$ cat src/rtl/amber48_uart_rx.sv
// amber48_uart_rx: 8N1 UART receiver with a two-flop line synchronizer, a
// mid-bit sampling FSM and a first-word-fall-through receive FIFO.
module amber48_uart_rx #(
  parameter int CLOCK_FREQ_HZ = 27_000_000,
  parameter int BAUD_RATE     = 115_200,
  parameter int FIFO_DEPTH    = 4
) (
  input  logic       clk_i,
  input  logic       rst_ni,
  input  logic       rx_i,
  output logic [7:0] data_o,
  output logic       valid_o,
  input  logic       ready_i,
  output logic       frame_err_o,
  output logic       overrun_o,
  output logic       busy_o
);

  localparam int BIT_CYCLES  = CLOCK_FREQ_HZ / BAUD_RATE;
  localparam int HALF_CYCLES = BIT_CYCLES / 2;
  localparam int CNT_W       = $clog2(BIT_CYCLES + 1);
  localparam int PTR_W       = $clog2(FIFO_DEPTH);
  localparam int OCC_W       = PTR_W + 1;

  if (BIT_CYCLES < 4) begin : g_bit_cycles_check
    $error("amber48_uart_rx: CLOCK_FREQ_HZ / BAUD_RATE must be at least 4");
  end
  if (FIFO_DEPTH < 2 || (FIFO_DEPTH & (FIFO_DEPTH - 1)) != 0) begin : g_fifo_depth_check
    $error("amber48_uart_rx: FIFO_DEPTH must be a power of two >= 2");
  end

  typedef enum logic [2:0] {
    ST_IDLE  = 3'd0,
    ST_START = 3'd1,
    ST_DATA  = 3'd2,
    ST_STOP  = 3'd3,
    ST_BREAK = 3'd4
  } state_e;

  state_e             state_r;
  logic               sync1_r;
  logic               rx_s_r;
  logic [CNT_W-1:0]   bit_cnt_r;
  logic [2:0]         bit_idx_r;
  logic [7:0]         shift_r;
  logic               busy_r;
  logic               frame_err_r;

  logic [7:0]         mem_r [FIFO_DEPTH];
  logic [PTR_W-1:0]   wr_ptr_r;
  logic [PTR_W-1:0]   rd_ptr_r;
  logic [OCC_W-1:0]   occ_r;
  logic               valid_r;
  logic               overrun_r;

  logic               tick_s;
  logic               push_s;
  logic               pop_s;
  logic               full_s;
  logic               accept_s;
  logic [OCC_W-1:0]   occ_next_s;

  // Two-flop synchronizer; idles high so reset never looks like a start bit.
  always_ff @(posedge clk_i or negedge rst_ni) begin
    if (!rst_ni) begin
      sync1_r <= 1'b1;
      rx_s_r  <= 1'b1;
    end else begin
      sync1_r <= rx_i;
      rx_s_r  <= sync1_r;
    end
  end

  // Bit-timer expiry, completed-frame push and FIFO handshake decode.
  always_comb begin
    tick_s   = (bit_cnt_r == CNT_W'(1));
    push_s   = (state_r == ST_STOP) && tick_s && rx_s_r;
    pop_s    = valid_r && ready_i;
    full_s   = (occ_r == OCC_W'(FIFO_DEPTH));
    accept_s = push_s && (!full_s || pop_s);
  end

  // Next FIFO occupancy; a simultaneous push and pop cancel out.
  always_comb begin
    occ_next_s = occ_r;
    case ({accept_s, pop_s})
      2'b10:   occ_next_s = occ_r + OCC_W'(1);
      2'b01:   occ_next_s = occ_r - OCC_W'(1);
      default: occ_next_s = occ_r;
    endcase
  end

  // Receive FSM: half-bit start qualification, then full-bit sampling.
  always_ff @(posedge clk_i or negedge rst_ni) begin
    if (!rst_ni) begin
      state_r     <= ST_IDLE;
      bit_cnt_r   <= '0;
      bit_idx_r   <= 3'd0;
      shift_r     <= 8'h00;
      busy_r      <= 1'b0;
      frame_err_r <= 1'b0;
    end else begin
      frame_err_r <= 1'b0;
      case (state_r)
        ST_IDLE: begin
          if (!rx_s_r) begin
            state_r   <= ST_START;
            bit_cnt_r <= CNT_W'(HALF_CYCLES);
            busy_r    <= 1'b1;
          end else begin
            busy_r    <= 1'b0;
          end
        end
        ST_START: begin
          if (tick_s) begin
            if (!rx_s_r) begin
              state_r   <= ST_DATA;
              bit_cnt_r <= CNT_W'(BIT_CYCLES);
              bit_idx_r <= 3'd0;
            end else begin
              state_r   <= ST_IDLE;
              bit_cnt_r <= '0;
              busy_r    <= 1'b0;
            end
          end else begin
            bit_cnt_r <= bit_cnt_r - CNT_W'(1);
          end
        end
        ST_DATA: begin
          if (tick_s) begin
            shift_r   <= {rx_s_r, shift_r[7:1]};
            bit_cnt_r <= CNT_W'(BIT_CYCLES);
            if (bit_idx_r == 3'd7) begin
              state_r   <= ST_STOP;
            end else begin
              bit_idx_r <= bit_idx_r + 3'd1;
            end
          end else begin
            bit_cnt_r <= bit_cnt_r - CNT_W'(1);
          end
        end
        ST_STOP: begin
          if (tick_s) begin
            bit_cnt_r <= '0;
            if (rx_s_r) begin
              state_r     <= ST_IDLE;
              busy_r      <= 1'b0;
            end else begin
              state_r     <= ST_BREAK;
              frame_err_r <= 1'b1;
            end
          end else begin
            bit_cnt_r <= bit_cnt_r - CNT_W'(1);
          end
        end
        ST_BREAK: begin
          // A held-low line must go high again before a new start can be seen.
          if (rx_s_r) begin
            state_r <= ST_IDLE;
            busy_r  <= 1'b0;
          end else begin
            state_r <= ST_BREAK;
          end
        end
        default: begin
          state_r   <= ST_IDLE;
          bit_cnt_r <= '0;
          busy_r    <= 1'b0;
        end
      endcase
    end
  end

  // Receive FIFO storage, pointers, occupancy and overrun pulse.
  always_ff @(posedge clk_i or negedge rst_ni) begin
    if (!rst_ni) begin
      for (int i = 0; i < FIFO_DEPTH; i++) begin
        mem_r[i] <= 8'h00;
      end
      wr_ptr_r  <= '0;
      rd_ptr_r  <= '0;
      occ_r     <= '0;
      valid_r   <= 1'b0;
      overrun_r <= 1'b0;
    end else begin
      overrun_r <= push_s && !accept_s;
      if (accept_s) begin
        mem_r[wr_ptr_r] <= shift_r;
        wr_ptr_r        <= wr_ptr_r + PTR_W'(1);
      end
      if (pop_s) begin
        rd_ptr_r <= rd_ptr_r + PTR_W'(1);
      end
      occ_r   <= occ_next_s;
      valid_r <= (occ_next_s != '0);
    end
  end

  assign data_o      = mem_r[rd_ptr_r];
  assign valid_o     = valid_r;
  assign frame_err_o = frame_err_r;
  assign overrun_o   = overrun_r;
  assign busy_o      = busy_r;

endmodule

$ cat config.mk
export PLATFORM = sky130hd
export DESIGN_NAME = amber48_uart_rx
export DESIGN_NICKNAME = d
export VERILOG_FILES = /design/src/rtl/amber48_uart_rx.sv
export SDC_FILE = /design/constraint.sdc
export NUM_CORES = 1
export LEC_CHECK = 0
export ABC_CLOCK_PERIOD_IN_PS = 4680
export BUFFER_PORTS_ARGS = -buffer_cell sky130_fd_sc_hd__buf_2
export CAP_MARGIN = 20
export CORE_MARGIN = 4
export CORE_UTILIZATION = 35
export CTS_CLUSTER_DIAMETER = 200
export DETAILED_ROUTE_END_ITERATION = 10
export PLACE_DENSITY = 0.48
export SLEW_MARGIN = 10
export SYNTH_ARGS = -nofsm -noshare
export SYNTH_HDL_FRONTEND = slang
export SYNTH_SLANG_ARGS = --single-unit
$ cat constraint.sdc
create_clock -name clk_i -period 4.68 [get_ports clk_i]
set_input_delay 0.234 -clock clk_i [delete_from_list [all_inputs] [get_ports clk_i]]
set_output_delay 0.234 -clock clk_i [all_outputs]
set_load 0.05 [all_outputs]
==> metrics.md, run 1 <==
| Metric | Value |
|---|---|
| WP buf/inv | `2` |
| CP Cell Sequence | `inv_1 -> ha_1 -> or3b_2 -> or3_4 -> nand2_1 -> inv_1 -> fa_1 -> o211ai_1 -> a2bb2oi_1 -> o311ai_0 -> a32oi_1` |
| Layout Cells excl Fill | `408` |
| Synth Register Bits | `67` |
| Antenna violations before repair | `0` |
| Min cycle time layout | `2980 ps` |
| Post-place setup slack | `about 1700 ps` |
| Met2 WL | `about 3000 um` |
| Post_cts resized | `0` |
| Final TNS setup | `0 ps` |
| Area Overhead vs Synth | `10.7%` |
| Dominant synthesized flop cell | `dfrtp_1` |
| FF-to-FF setup slack | `between 1500 and 2000 ps` |
| Share of layout cells above drive strength 1 | `around a third` |
| Highest metal layer with signal wires | `met4` |
| Area after DPL | `0.00360 mm2` |
| Peak VDD IR | `just over 0.0002 V` |
| Startpoint types | `flip-flop` |
| Leak pwr | `around 1.8 nW` |
| RSZ-0062 raised after global routing | `false` |
| Crit path largest cell delay | `490 ps` |
| Residual DRC | `0` |
| Routed WL | `around 6500 um` |
| Number of diodes | `0` |
| Die area | `roughly 0.011 mm2` |
| FFs w/ async S/R, synth | `100%` |
| Die W | `about 110 um` |
| Clk slew on worst S/H paths | `approximately 80 ps` |
| Placed Cells incl. Taps | `391` |
| Largest family of logic cells by synthesized area | `multiplexers` |
| Count of final setup violators | `0` |
| Final instance area | `roughly 0.0038 mm2` |
| I/O Pins | `16` |
| Setup ws final | `1700 ps` |
| Worst Path Arrival | `~3200 ps` |
| Worst slew margin | `around 43%` |
| Simple-gate share of the synthesized area | `12.4%` |
| WL met3 | `~250 um` |
| Fin. Hold Viols | `0` |
| Pin count of the biggest net entering global routing | `68` |
| H-tree Lvls | `3` |
| Clock Latency Late Sink | `~350 ps` |
| Placer Congestion | `around 0.78` |
| Critical Path RT | `roughly 5000 ps` |
| Mean Syn Cell Area | `between 10 and 15 um2` |
| Core box area | `between 0.009 and 0.01 mm2` |
| Filler instances | `around 910` |
| Starting Density | `a little over a third` |
| CTS tree | `done` |
| Status | `finished, final reports clean` |
| Post-synth EDFFs | `0` |
| Crit path max fanout | `5` |
| Die Height | `about 110 um` |
| Slew Viols, Final | `0` |
| # rows | `35` |
| Adder-Cell Fraction of Synth Area | `around 3.5%` |
| Antenna viol nets, final | `0` |
| Mapped Cells | `257` |
| Total number of vias | `around 2100` |
| Clk buf depth | `2` |
| Compound-Gate Fraction of Synth Area | `8.08%` |
| Global-route wire length before repair | `approximately 11000 um` |
| CP max-delay cell | `or3b_2` |
| Ys Warns | `0` |
| WL/cell | `between 15 and 20 um` |
| Synth Net Count | `between 200 and 300` |
| Setup Crit Path Kind | `reg -> reg` |
| Overall global routing resource usage | `12.7%` |
| DRT Pass-1 Iters | `4` |
| Core Util, Final | `between 40% and 50%` |
| PortBufs | `15` |
| Crit end category | `flip-flop` |
| CTS Sinks | `67` |
| Slew @ Worst Pin | `roughly 860 ps` |
| # nets final | `287` |
| Starting DRT DRC Count | `roughly 100` |
| CP Depth | `11` |
| Mapped cell area | `between 0.003 and 0.004 mm2` |
| Cells on worst reg2reg path | `11` |
| Fin crit share | `roughly 64%` |
| Cell repeated most along the worst path | `inv_1` |
| Post-DP HPWL | `slightly above 4000 um` |
| Register area share after synthesis | `49.1%` |
| Post-synthesis xor/xnor area fraction | `1.02%` |
| Overflow after GRT | `0` |
| Clk_skew | `10.5 ps` |
| Post-synthesis mux area share | `23.3%` |
| Synth unique cells | `54` |
| DR vias/cell | `5.09` |
| CTS buffer count | `9` |
| Family with the most delay on the worst path | `simple AND/OR/NAND/NOR gates` |
| F_max | `approximately 340 MHz` |
| Power per standard cell area | `between 300 and 400 mW/mm2` |
| Hold Crit Class | `in -> async` |
| # Max-Cap Violations | `0` |
| CTS Root Cell | `clkbuf_8` |
| Wl on met1 | `between 3000 and 4000 um` |
| Vias in the first global route | `2131` |
## kinds of logic after synthesis
group           after synthesis
mux                          52
buf+inv                      17
simple gates                 64
xor+xnor                      4
compound gates               44
flops                        67
fa+ha+maj                     9
## placed cells by master, fill, tap and decap left out, types with 2 or more instances in the layout
cell / n
nand2b_1: 2
a21oi_1: 12
nand2_8: 4
nand4_1: 2
dfstp_2: 2
o21a_1: 3
xnor2_1: 3
dfrtp_1: 65
mux4_2: 8
mux2_2: 9
mux2_4: 33
o211ai_1: 2
buf_2: 15
nor2_1: 17
inv_1: 6
nand2_1: 14
clkinvlp_4: 3
o21ai_0: 14
nor3b_1: 2
ha_1: 8
clkinv_2: 2
clkbuf_8: 10
nor3_1: 6
a22o_1: 3
mux2i_1: 2
## power by group
| group | internal (mW) | total (mW) | switching (mW) |
|---|---|---|---|
| clock network | 0.205 | 0.438 | 0.233 |
| logic | 0.0847 | 0.145 | 0.0606 |
| registers | 0.605 | 0.675 | 0.0704 |
## worst paths after layout
kind | start | to
worst max register to register | bit_cnt_r[1] | valid_o
worst min-delay path | rst_ni | mem_r[17]
worst max-delay path | bit_cnt_r[1] | valid_o
max in group asynchronous | rst_ni | overrun_o
worst min register to register | sync1_r | rx_s_r
min in group clk_i | ready_i | rd_ptr_r[0]
## final cells by class
class | instances | area (um2) | area share [%]
tap | 129 | 161 | 4.26
clock buffer | 10 | 138 | 3.63
inverter | 6 | 22.5 | 0.594
timing repair buffer | 17 | 92.6 | 2.44
clock inverter | 6 | 41.3 | 1.09
sequential | 67 | 1680 | 44.3
multi-input combinational | 173 | 1650 | 43.7
## routing by layer
metal	global-route usage [%]	vias up
met5	0	-
met4	5.75	0
met3	4.09	13
met2	18.8	32
met1	17.0	1063
li1	-	968
## sequential cells by signal, indices dropped and copies added, names as in the netlist
signal and count:
state_r 3, bit_idx_r 3, rx_s_r 1, sync1_r 1, rd_ptr_r 2, overrun_o 1, frame_err_o 1, mem_r 32
bit_cnt_r 8, occ_r 3, wr_ptr_r 2, busy_o 1, shift_r 8, valid_o 1
## synthesized netlist by cell type, types with 4 or more instances
library cell	count	area, um2
mux2_4	33	495
mux2_2	9	101
inv_1	6	22.5
clkbuf_1	8	30.0
ha_1	8	100
a21oi_1	12	60.1
mux4_2	8	180
nor3_1	6	30.0
nor2_1	17	63.8
dfrtp_1	65	1630
nand2_1	14	52.6
nand2_8	4	80.1
o21ai_0	14	70.1
## stage by stage
| step | total power, mW | hold slack [ps] |
|---|---|---|
| 2_1_floorplan | 0.786 | -61.6 |
| 3_3_place_gp | 0.834 | 343 |
| 3_5_place_dp | 0.836 | 343 |
| 4_1_cts | 1.29 | 106 |
| 5_1_grt | 1.33 | 151 |
| 6_report | 1.26 | 69.7 |
## what timing repair did
item                                   4_1_cts  5_1_grt
hold buffers                                 1        0
setup buffers                                0        0
endpoints found under the hold margin        1        0
Note: power is estimated with default switching activity, not from simulation.
==> inputs of run 2 (changes only) <==
--- a/config.mk
+++ b/config.mk
@@ -5,14 +5,14 @@
 export SDC_FILE = /design/constraint.sdc
 export NUM_CORES = 1
 export LEC_CHECK = 0
-export ABC_CLOCK_PERIOD_IN_PS = 4680
+export ABC_CLOCK_PERIOD_IN_PS = 2700
 export BUFFER_PORTS_ARGS = -buffer_cell sky130_fd_sc_hd__buf_2
 export CAP_MARGIN = 20
 export CORE_MARGIN = 4
 export CORE_UTILIZATION = 35
 export CTS_CLUSTER_DIAMETER = 200
 export DETAILED_ROUTE_END_ITERATION = 10
-export PLACE_DENSITY = 0.48
+export PLACE_DENSITY = 0.5
 export SLEW_MARGIN = 10
 export SYNTH_ARGS = -nofsm -noshare
 export SYNTH_HDL_FRONTEND = slang
==> constraint.sdc (replaced) <==
create_clock -name clk_i -period 2.7 [get_ports clk_i]
set_input_delay 0.135 -clock clk_i [delete_from_list [all_inputs] [get_ports clk_i]]
set_output_delay 0.135 -clock clk_i [all_outputs]
set_load 0.05 [all_outputs]
==> run 2 against run 1 <==
Register-to-register slack got worse by 1600 ps. Total power increased by 82%. Sequential share of layout area decreased by 2.3 points. Cell area increased by 5.5%. Die area unchanged. Critical path type unchanged. Cell count increased by 4.7%. Maximum frequency increased by 16%. Core utilization increased by 2.2 points. Flip-flop and latch count unchanged. Non-clock buffer count increased by 19. Via count increased by 0.72%. Highest routed layer unchanged.
==> metrics.md, run 2 (synthesis gave the netlist of run 1 again) <==
| Metric | Value |
|---|---|
| Clk_skew | `9.94 ps (was 10.5 ps)` |
| WL/cell | `15.3 um (was 16.0 um)` |
| Count of final setup violators | `0 (unchanged)` |
| Status | `finished, final reports clean (unchanged)` |
| CTS buffer count | `9 (unchanged)` |
| Die W | `107 um (unchanged)` |
| Starting DRT DRC Count | `49 (was 101)` |
| Min cycle time layout | `2570 ps (was 2980 ps)` |
| I/O Pins | `16 (unchanged)` |
| Hold Path Depth | `3` |
| Core box area | `0.00937 mm2 (unchanged)` |
| Clk buf depth | `2 (unchanged)` |
| Leak pwr | `1.91 nW (was 1.79 nW)` |
| CP max-delay cell | `fa_2 (was or3b_2)` |
| Slew Viols, Final | `0 (unchanged)` |
| Overall global routing resource usage | `12.4% (was 12.7%)` |
| Hold Path Origin | `ready_i` |
| Die Height | `107 um (unchanged)` |
| Crit end category | `flip-flop (unchanged)` |
| Overflow after GRT | `0 (unchanged)` |
| Vias in the first global route | `2256 (was 2131)` |
| Global-route wire length before repair | `11100 um (about the same)` |
| Clock Latency Late Sink | `340 ps (was 350 ps)` |
| CP startpoint | `bit_cnt_r[1] (unchanged)` |
| CP Cell Sequence | `inv_2 -> ha_2 -> or3b_4 -> or3_4 -> nand2_1 -> inv_1 -> fa_2 -> o211ai_1 -> a2bb2oi_2 -> o311ai_1 -> a32oi_1 (was inv_1 -> ha_1 -> or3b_2 -> or3_4 -> nand2_1 -> inv_1 -> fa_1 -> o211ai_1 -> a2bb2oi_1 -> o311ai_0 -> a32oi_1)` |
| DR vias/cell | `4.90 (was 5.09)` |
| Area Overhead vs Synth | `16.8% (was 10.7%)` |
| Worst R2R End | `valid_o (unchanged)` |
| Power per standard cell area | `572 mW/mm2 (was 332 mW/mm2)` |
| Fin. Hold Viols | `0 (unchanged)` |
| R2R Path Start | `bit_cnt_r[1] (unchanged)` |
| Worst Hold Slack | `172 ps (was 69.7 ps)` |
| Most common cell after layout, fill and taps aside | `dfrtp_1 (unchanged)` |
| Post-DP HPWL | `4380 um (was 4080 um)` |
| Largest reg by FF count | `mem_r (unchanged)` |
| PortBufs | `15 (unchanged)` |
| CTS Sinks | `67 (unchanged)` |
| F_max | `389 MHz (was 336 MHz)` |
| CTS tree | `done (unchanged)` |
| Routed WL | `6530 um (was 6520 um)` |
| Peak VDD IR | `0.000412 V (was 0.000204 V)` |
| Share of layout cells above drive strength 1 | `39.9% (was 34.4%)` |
| Pin count of the biggest net entering global routing | `68 (unchanged)` |
| Hold Crit Endpoint | `rd_ptr_r[0]` |
| Crit path largest cell delay | `410 ps (was 490 ps)` |
| Total number of vias | `2091 (was 2076)` |
| Antenna viol nets, final | `0 (unchanged)` |
| Cells on worst reg2reg path | `11 (unchanged)` |
| Slew @ Worst Pin | `645 ps (was 857 ps)` |
| Number of diodes | `0 (unchanged)` |
| Crit path max fanout | `5 (unchanged)` |
| Clk slew on worst S/H paths | `80 ps (about the same)` |
| Worst Path Arrival | `2820 ps (was 3240 ps)` |
| CTS Root Cell | `clkbuf_8 (unchanged)` |
| Hold Crit Class | `in -> reg (was in -> async)` |
| Placer Congestion | `0.760 (was 0.777)` |
| DRT Pass-1 Iters | `3 (was 4)` |
| # Max-Cap Violations | `0 (unchanged)` |
| H-tree Lvls | `3 (unchanged)` |
| Starting Density | `36.5% (unchanged)` |
| Biggest regs | `mem_r: 32 flops, bit_cnt_r: 8 flops, shift_r: 8 flops (unchanged)` |
| Fin crit share | `95.2% (was 63.6%)` |
| FF-to-FF setup slack | `130 ps (was 1700 ps)` |
| Residual DRC | `0 (unchanged)` |
| Startpoint types | `flip-flop (unchanged)` |
| Critical Path RT | `2950 ps (was 4950 ps)` |
| # nets final | `306 (was 287)` |
| RSZ-0062 raised after global routing | `false (unchanged)` |
| Die area | `0.0114 mm2 (unchanged)` |
| Most frequent cells in the layout | `dfrtp_1, mux2_4, nor2_1, buf_4, buf_2 (was dfrtp_1, mux2_4, nor2_1)` |
| # rows | `35 (unchanged)` |
| Max reg flops | `32 (unchanged)` |
| Final TNS setup | `0 ps (unchanged)` |
| Worst slew margin | `57.0% (was 42.9%)` |
| Setup Crit Path Kind | `reg -> reg (unchanged)` |
| Antenna violations before repair | `0 (unchanged)` |
[run 2: worst max-delay path by stage]
stage / slack, ps / to
after floorplan: 30 / valid_o
after global placement: 80 / valid_o
after detailed placement: 4 / valid_o
after CTS: 40 / valid_o
after global routing: 4 / valid_o
final: 130 / valid_o
[run 2: metal layers]
metal,GRT usage (%),vias up,share of wire [%]
met3,3.91,6,3.0
met5,0,-,0
li1,-,1007,-
met1,15.6,1058,46
met2,20.7,20,50
met4,3.20,0,1.0
[run 2: worst max-delay path: cells and delay by family, from the launching register on]
kind	cells	cell delay [ps]
simple gates	3	830
compound gates	4	570
fa+ha+maj	2	570
flops	1	390
buf+inv	2	130
[run 2: repair_timing]
action	4_1_cts	5_1_grt
hold buffers	2	0
buffers inserted	0	0
endpoints found under the hold margin	66	0
resized for setup	1	5
pin swaps	0	2
setup endpoints to repair	1	2
[run 2: per-stage QoR]
| step | area, um2 | total power [mW] | utilization (%) | cells | worst slack, ps |
|---|---|---|---|---|---|
| after floorplan | 3420 | 1.37 | - | 257 | 30.7 |
| after CTS | 3990 | 2.32 | 42.5 | 427 | 36.5 |
| after detailed placement | 3760 | 1.46 | 40.1 | 409 | 3.51 |
| final | 4000 | 2.29 | 42.6 | 427 | 129 |
| after global routing | 4000 | 2.40 | 42.6 | 427 | 3.88 |
| after global placement | 3760 | 1.45 | 40.1 | 409 | 79.4 |
[run 2: final cells by class]
type	instances	area (um2)
Fill cell	895	5380
Sequential cell	67	1680
Multi-Input combinational cell	173	1670
Timing Repair Buffer	36	263
Tap cell	129	161
Clock buffer	9	124
Clock inverter	7	73.8
Inverter	6	22.5
[run 2: report_power, final]
part           switching, mW  internal (mW)  leakage (nW)
clock network          0.409          0.431         0.100
registers              0.120           1.05         0.877
logic                  0.116          0.164         0.932
total                  0.645           1.64          1.91
==> inputs of run 3 (changes only) <==
--- a/config.mk
+++ b/config.mk
@@ -8,7 +8,7 @@
 export ABC_CLOCK_PERIOD_IN_PS = 2700
 export BUFFER_PORTS_ARGS = -buffer_cell sky130_fd_sc_hd__buf_2
 export CAP_MARGIN = 20
-export CORE_MARGIN = 4
+export CORE_MARGIN = 2
 export CORE_UTILIZATION = 35
 export CTS_CLUSTER_DIAMETER = 200
 export DETAILED_ROUTE_END_ITERATION = 10
==> constraint.sdc (replaced) <==
create_clock -name clk_i -period 2.7 [get_ports clk_i]
set_input_delay 0.135 -clock clk_i [delete_from_list [all_inputs] [get_ports clk_i]]
set_output_delay 0.135 -clock clk_i [all_outputs]
set_load 0.01 [all_outputs]
==> run 3 against run 2 <==
Sequential share of layout area is 0.21 points lower. Largest power group unchanged. Via count rose by 0.67%. Combinational power grew 8.2%. Total power increased by 1.4%. Critical endpoint unchanged. Clock power up 0.6%. Sequential power about the same. Largest cell class unchanged. Core utilization down 0.98 points. Count of clock-buffer cells in the layout unchanged.
==> metrics.md, run 3 (synthesis gave the netlist of run 1 again) <==
| Metric | Value |
|---|---|
| Total power | `2.32 mW (was 2.29 mW)` |
| CP startpoint | `bit_cnt_r[1] (unchanged)` |
| H-tree Lvls | `3 (unchanged)` |
| Clock Latency Late Sink | `340 ps (about the same)` |
| Antenna violations before repair | `0 (unchanged)` |
| WL/cell | `15.1 um (was 15.3 um)` |
| Post-DP HPWL | `4240 um (was 4380 um)` |
| Filler instances | `926 (was 895)` |
| Most common cell after layout, fill and taps aside | `dfrtp_1 (unchanged)` |
| CTS tree | `done (unchanged)` |
| Residual DRC | `0 (unchanged)` |
| Worst Path Arrival | `2800 ps (was 2820 ps)` |
| Power per standard cell area | `578 mW/mm2 (was 572 mW/mm2)` |
| Total number of vias | `2105 (was 2091)` |
| # rows | `36 (was 35)` |
| Status | `finished, final reports clean (unchanged)` |
| Crit end category | `flip-flop (unchanged)` |
| Overall global routing resource usage | `13.9% (was 12.4%)` |
| CTS Sinks | `67 (unchanged)` |
| Die W | `103 um (was 107 um)` |
| Peak VDD IR | `0.000318 V (was 0.000412 V)` |
| I/O Pins | `16 (unchanged)` |
| CTS buffer count | `9 (unchanged)` |
| Clk_skew | `12.4 ps (was 9.94 ps)` |
| # nets final | `308 (was 306)` |
| Most frequent cells in the layout | `dfrtp_1, mux2_4, buf_4 (was dfrtp_1, mux2_4, nor2_1, buf_4, buf_2)` |
| Overflow after GRT | `0 (unchanged)` |
| FF-to-FF setup slack | `150 ps (was 130 ps)` |
| Placed Cells incl. Taps | `412 (was 409)` |
| Area Overhead vs Synth | `17.4% (was 16.8%)` |
| Starting DRT DRC Count | `59 (was 49)` |
| Cells on worst reg2reg path | `11 (unchanged)` |
| Setup Crit Path Kind | `reg -> reg (unchanged)` |
| Worst slew margin | `56.2% (was 57.0%)` |
| Layout Cells excl Fill | `433 (was 427)` |
| Slew Viols, Final | `0 (unchanged)` |
| Leak pwr | `1.92 nW (was 1.91 nW)` |
| # Max-Cap Violations | `0 (unchanged)` |
| CTS Root Cell | `clkbuf_8 (unchanged)` |
| Pin count of the biggest net entering global routing | `68 (unchanged)` |
| DR vias/cell | `4.86 (was 4.90)` |
| Crit path max fanout | `4 (was 5)` |
| Fin crit share | `94.4% (was 95.2%)` |
| Clk slew on worst S/H paths | `70 ps (was 80 ps)` |
| Fin. Hold Viols | `0 (unchanged)` |
| Final TNS setup | `0 ps (unchanged)` |
| Core Util, Final | `41.7% (was 42.6%)` |
| Core box area | `0.00964 mm2 (was 0.00937 mm2)` |
| Largest reg by FF count | `mem_r (unchanged)` |
| Slew @ Worst Pin | `656 ps (was 645 ps)` |
| Starting Density | `35.5% (was 36.5%)` |
| R2R Path Start | `bit_cnt_r[1] (unchanged)` |
| Hold Crit Class | `in -> reg (unchanged)` |
| Max reg flops | `32 (unchanged)` |
| Biggest regs | `mem_r: 32 flops, bit_cnt_r: 8 flops, shift_r: 8 flops (unchanged)` |
| Placer Congestion | `0.799 (was 0.760)` |
| Global-route wire length before repair | `11100 um (about the same)` |
| Routed WL | `6540 um (was 6530 um)` |
| Number of diodes | `0 (unchanged)` |
| Count of final setup violators | `0 (unchanged)` |
| Antenna viol nets, final | `0 (unchanged)` |
| Worst Hold Slack | `156 ps (was 172 ps)` |
| Clk buf depth | `2 (unchanged)` |
| Startpoint types | `flip-flop (unchanged)` |
| RSZ-0062 raised after global routing | `false (unchanged)` |
| Critical Path Sink | `valid_o (unchanged)` |
| F_max | `392 MHz (was 389 MHz)` |
| Vias in the first global route | `2206 (was 2256)` |
| Worst R2R End | `valid_o (unchanged)` |
| Die Height | `103 um (was 107 um)` |
| Share of layout cells above drive strength 1 | `40.0% (was 39.9%)` |
| Min cycle time layout | `2550 ps (was 2570 ps)` |
| Critical Path RT | `2950 ps (about the same)` |
| Die area | `0.0106 mm2 (was 0.0114 mm2)` |
| DRT Pass-1 Iters | `4 (was 3)` |
| PortBufs | `15 (unchanged)` |
==> run 3: changes by cell type in the layout (fill, tap and decap cells not counted), sizes merged <==
cell	previous run	this run
clkinvlp	1	2
buf	34	36
inv	8	7
==> run 3: power breakdown <==
part | switching (mW) | internal (mW)
Sequential | 0.123 | 1.05
Clock | 0.415 | 0.431
Combinational | 0.116 | 0.187
Total | 0.654 | 1.67
==> run 3: through the flow <==
stage               instance area [um2]  setup WS [ps]
global route                       4020           4.71
CTS                                4000           24.8
floorplan                          3420           30.7
detailed placement                 3760           12.9
finish                             4020            151
global placement                   3760           49.5
==> run 3: worst max-delay path, cell delays in order, from the launching register on <==
cell and delay [ps]:
dfrtp_1 390, inv_2 70, ha_1 140, or3b_4 370, or3_4 370, nand2_1 90
inv_1 70, fa_2 370, o211ai_1 130, a2bb2oi_2 180, o311ai_1 110, a32oi_1 160
==> run 3: routing by layer <==
| metal | global-route usage (%) | wire length (um) | vias to the layer above | part of all wire, % |
|---|---|---|---|---|
| met2 | 23.2 | 3290 | 32 | 50 |
| li1 | - | - | 1011 | - |
| met5 | 0 | 0 | - | 0 |
| met1 | 17.5 | 3000 | 1058 | 46 |
| met3 | 4.61 | 205 | 4 | 3.1 |
| met4 | 3.04 | 49 | 0 | 0.75 |
==> run 3: area by class of cell <==
type | count | area [um2] | share of cell area, %
multi-input cells | 173 | 1670 | 41.6
repair buffers | 38 | 278 | 6.92
flip-flops and latches | 67 | 1680 | 41.8
well taps | 133 | 166 | 4.14
clock inverters | 7 | 76.3 | 1.90
clock buffers | 9 | 124 | 3.08
inverters | 6 | 22.5 | 0.561
==> run 3: repair_timing <==
action / in CTS / in global routing
hold endpoints to repair: 66 / 0
pin swaps: 2 / 2
setup buffers: 3 / 0
hold buffers: 2 / 0
resized for setup: 2 / 3
setup endpoints to repair: 1 / 2
==> run 3: how the worst min path moves through the flow <==
stage / slack (ps) / start / end / cells after the start
finish: 160 / ready_i / rd_ptr_r[0] / 3
global route: 160 / ready_i / rd_ptr_r[0] / 3
CTS: 120 / ready_i / rd_ptr_r[0] / 3
detailed placement: 190 / rst_ni / mem_r[16] / 2
global placement: 180 / rst_ni / mem_r[24] / 2
floorplan: -160 / rst_ni / bit_cnt_r[0] / 0
